`src/rtl/usb_data_buffer.sv`:
```
// 64-byte circular FIFO between usb_rx / AHB-lite writers and AHB-lite / usb_tx readers.
// Sticky overflow/underflow flags record dropped strobes until flush or reset.
module usb_data_buffer #(
    parameter int DEPTH = 64
) (
    input  logic                     clk,
    input  logic                     rst,
    input  logic                     flush,
    input  logic                     store_rx_packet_data,
    input  logic [7:0]               rx_packet_data,
    input  logic                     store_tx_data,
    input  logic [7:0]               tx_data,
    input  logic                     get_rx_data,
    output logic [7:0]               rx_data,
    input  logic                     get_tx_packet_data,
    output logic [7:0]               tx_packet_data,
    output logic [$clog2(DEPTH):0]   buffer_occupancy,
    output logic                     overflow,
    output logic                     underflow
);

    localparam int AW = $clog2(DEPTH);
    localparam int CW = AW + 1;
    localparam logic [CW-1:0] FULL = CW'(DEPTH);

    logic [7:0]    mem [DEPTH];
    logic [AW-1:0] wptr;
    logic [AW-1:0] rptr;
    logic [CW-1:0] count;

    logic       wr_req;
    logic       rd_req;
    logic       wr_ok;
    logic       rd_ok;
    logic [7:0] wr_byte;

    // NOTE: every always_comb output gets a default first so no path leaves it unassigned (no latch).
    always_comb begin
        wr_req  = store_rx_packet_data | store_tx_data;
        rd_req  = get_tx_packet_data | get_rx_data;
        wr_byte = store_rx_packet_data ? rx_packet_data : tx_data;
        rd_ok   = rd_req && (count != '0);
        // A full buffer still takes a write when a read frees the slot in the same cycle.
        wr_ok   = wr_req && ((count < FULL) || rd_ok);
    end

    // NOTE: sequential state uses non-blocking assignments so a same-edge read sees the old mem[rptr].
    always_ff @(posedge clk) begin
        if (rst) begin
            // NOTE: storage is cleared on reset as well, since reset must leave every register at 0.
            for (int i = 0; i < DEPTH; i++) begin
                mem[i] <= '0;
            end
            wptr           <= '0;
            rptr           <= '0;
            count          <= '0;
            rx_data        <= '0;
            tx_packet_data <= '0;
            overflow       <= 1'b0;
            underflow      <= 1'b0;
        end else if (flush) begin
            wptr      <= '0;
            rptr      <= '0;
            count     <= '0;
            overflow  <= 1'b0;
            underflow <= 1'b0;
        end else begin
            if (wr_ok) begin
                mem[wptr] <= wr_byte;
                wptr      <= wptr + 1'b1;
            end
            if (rd_ok) begin
                if (get_tx_packet_data) begin
                    tx_packet_data <= mem[rptr];
                end else begin
                    rx_data <= mem[rptr];
                end
                rptr <= rptr + 1'b1;
            end
            if (wr_req && !wr_ok) begin
                overflow <= 1'b1;
            end
            if (rd_req && !rd_ok) begin
                underflow <= 1'b1;
            end
            if (wr_ok && !rd_ok) begin
                count <= count + 1'b1;
            end else if (rd_ok && !wr_ok) begin
                count <= count - 1'b1;
            end
        end
    end

    assign buffer_occupancy = count;

endmodule

```
`config.mk`:
```
export PLATFORM = sky130hd
export DESIGN_NAME = usb_data_buffer
export DESIGN_NICKNAME = d
export VERILOG_FILES = /design/src/rtl/usb_data_buffer.sv
export SDC_FILE = /design/constraint.sdc
export NUM_CORES = 1
export LEC_CHECK = 0
export CORE_UTILIZATION = 30
export DETAILED_ROUTE_END_ITERATION = 12
export PLACE_DENSITY_LB_ADDON = 0.05
export SETUP_SLACK_MARGIN = 0.1
export SLEW_MARGIN = 20
export SYNTH_ARGS = -nofsm -noshare
export SYNTH_HDL_FRONTEND = slang
export SYNTH_SLANG_ARGS = --single-unit
```
`constraint.sdc`:
```
create_clock -name clk -period 3.94 [get_ports clk]
set_input_delay 0.788 -clock clk [delete_from_list [all_inputs] [get_ports clk]]
set_output_delay 0.788 -clock clk [all_outputs]
set_load 0.01 [all_outputs]
```
==> metrics <==
status finished, final reports clean; PortBufs 47; final cell count without fillers 3,105; Post-Syn Area 24,720 um2; htree depth 3; register area share after synthesis 0.6567; Mapped Avg Cell Area 12.86 um2; first-pass iteration count of the detailed router 5; commonest cells after routing, fill and taps aside 554 x nor2_1, 512 x edfxtp_1, 168 x mux2i_1; peak supply drop 0.3091 mV; Syn Inst Count 1,923; CTS buffer count 69; setup violators final 0; dpl ws 0.1681 ns; Final WS setup 0.6381 ns; Avg WL per Cell 26.72 um; initial DRC count 1,447; share of cells above drive strength 1 0.1325; clock slew at reported path FFs 0.05 ns; clk sinks 555; Antenna Nets Post-Route 0; Clock Latency Late Sink 0.61 ns; Core Rows 104; Total Die Area 83,560 um2; aggregate global routing overflow 0; Syn Nets 1,955; Placed Cells 2,984; Post-synth top flop edfxtp_1; Pwr Total 15.29 mW; Final Skew 0.01674 ns; WP data arrival 3.77 ns; R2R setup slack 0.64 ns; final wirelength 82.97 mm; All-Layer GR Usage 0.2009; Crit Path Max Fanout 8; final instance area 28,870 um2; critical-path cell list or4_1 -> nor4_2 -> nor2_2 -> inv_2 -> ha_1 -> inv_1 -> fa_1 -> a21oi_1 -> o21bai_1 -> a211o_1 -> o211ai_1 -> xnor2_1 -> nor2_1; routed vias 15,810; post-synth cell types 59; post-CTS setup buffers 0; worst-margin pin slew 1.058 ns; nets 2,027; placed instance area 26,790 um2; largest net degree at the start of global routing 72; number of remaining DRC errors 0; period utilization 0.8381; commonest non-fill, non-tap cell in the layout nor2_1; Final Max Slew Viols 0; routability cong. 0.8658; synth warn 0; Hold Slack 0.4800 ns; Req. time, crit path 4.41 ns; Startpoint Class flop; critical path launch point buffer_occupancy[3]; RSZ-0062 raised after global routing false; Crit path buffers/inverters 2; Die Y 289.1 um; post-CTS sizing 0; Max Freq 302.9 MHz; CP Capture Type flop; slowest stage delay, CP 0.54 ns; worst reg2reg startpoint buffer_occupancy[3]; ys async rst share 0; Max transition margin 0.2944; CTS max path bufs 3; Tmin final 3.302 ns; Hold Vio Cnt, Final 0; critical path class reg -> reg; global-route wire length before repair 118.4 mm; Max-cap violations 0; Hold Path Class reg -> reg; LEAKAGE 9.475 nW; CTS Hold Buffers Added 0; Via density 5.091; Post-synth EDFFs 512; final setup TNS 0 ns; Util after Layout 0.3561; number of global-route vias before repair 15,750; Synth-to-Final Area Change 16.78%; Die Span X 289.1 um; I/O Pins 48; Filler cells 7,896; DP Wirelength 55.28 mm; initial antenna violation count 0; core area 81,070 um2; P per Cell Area 529.6 nW/um2; ant diodes 0; Top delay family on crit path simple AND/OR/NAND/NOR gates; Slowest cell on crit path or4_1; clk root buf clkbuf_16; Yosys reg bits 555; worst hold path startpoint overflow; CTS tree built; Initial Utilization 0.3050
## final timing paths
path              cells after the start                  end
setup / recovery                     13  buffer_occupancy[6]
hold / removal                        1             overflow
setup reg to reg                     13  buffer_occupancy[6]
hold reg to reg                       1             overflow
## synth_stat cells, types with 7 or more instances
library cell / number / area share
mux4_2: 49 / 0.045
nand2_2: 24 / 0.0061
mux2i_1: 176 / 0.071
nand2b_1: 69 / 0.017
buf_6: 7 / 0.0032
a22oi_1: 77 / 0.023
buf_4: 18 / 0.0055
clkbuf_1: 81 / 0.012
nor2_1: 554 / 0.084
xor2_1: 9 / 0.0032
nand2_1: 91 / 0.014
nor2b_1: 11 / 0.0028
nand3_1: 32 / 0.0065
edfxtp_1: 512 / 0.62
o22ai_1: 16 / 0.0040
nor2_2: 8 / 0.0020
ha_1: 8 / 0.0040
buf_2: 11 / 0.0022
dfxtp_1: 43 / 0.035
o211ai_1: 13 / 0.0039
a21oi_1: 25 / 0.0051
## cell type report
cell class	instances	area [um2]	area share
Clock buffer	97	1927	0.06674
Sequential cell	555	16250	0.5628
Timing Repair Buffer	123	1224	0.04239
Inverter	7	26.28	0.0009101
Tap cell	1060	1326	0.04594
Clock inverter	24	151.4	0.005244
Multi-Input combinational cell	1239	7969	0.2760
## state kept, by name, summed over array words and instances, names as in the netlist, named ones only
name              cells
tx_packet_data        8
underflow             1
wptr                  6
overflow              1
mem                 512
buffer_occupancy      7
rx_data               8
rptr                  6
## kinds of logic after synthesis
group | after synthesis | synth area share
AOI/OAI and AO/OA | 154 | 0.04428
xor gates and xnor gates | 14 | 0.004960
adders and majority gates | 9 | 0.004859
buffers and inverters | 129 | 0.02500
DFF | 555 | 0.6567
muxes | 229 | 0.1177
and+or+nand+nor | 833 | 0.1465
## report_power, final
group | switching [mW] | internal (mW)
clock | 2.48 | 3.52
combinational | 1.42 | 0.903
sequential | 0.255 | 6.72
## metal layers
| layer | track usage | routed length (um) | vias up |
|---|---|---|---|
| met1 | 0.2876 | 38740 | 8118 |
| li1 | - | - | 7131 |
| met2 | 0.3120 | 37840 | 466 |
| met4 | 0.05026 | 1548 | 0 |
| met3 | 0.03843 | 4840 | 92 |
| met5 | 0 | 0 | - |
Power figures use the tool's default switching activity.
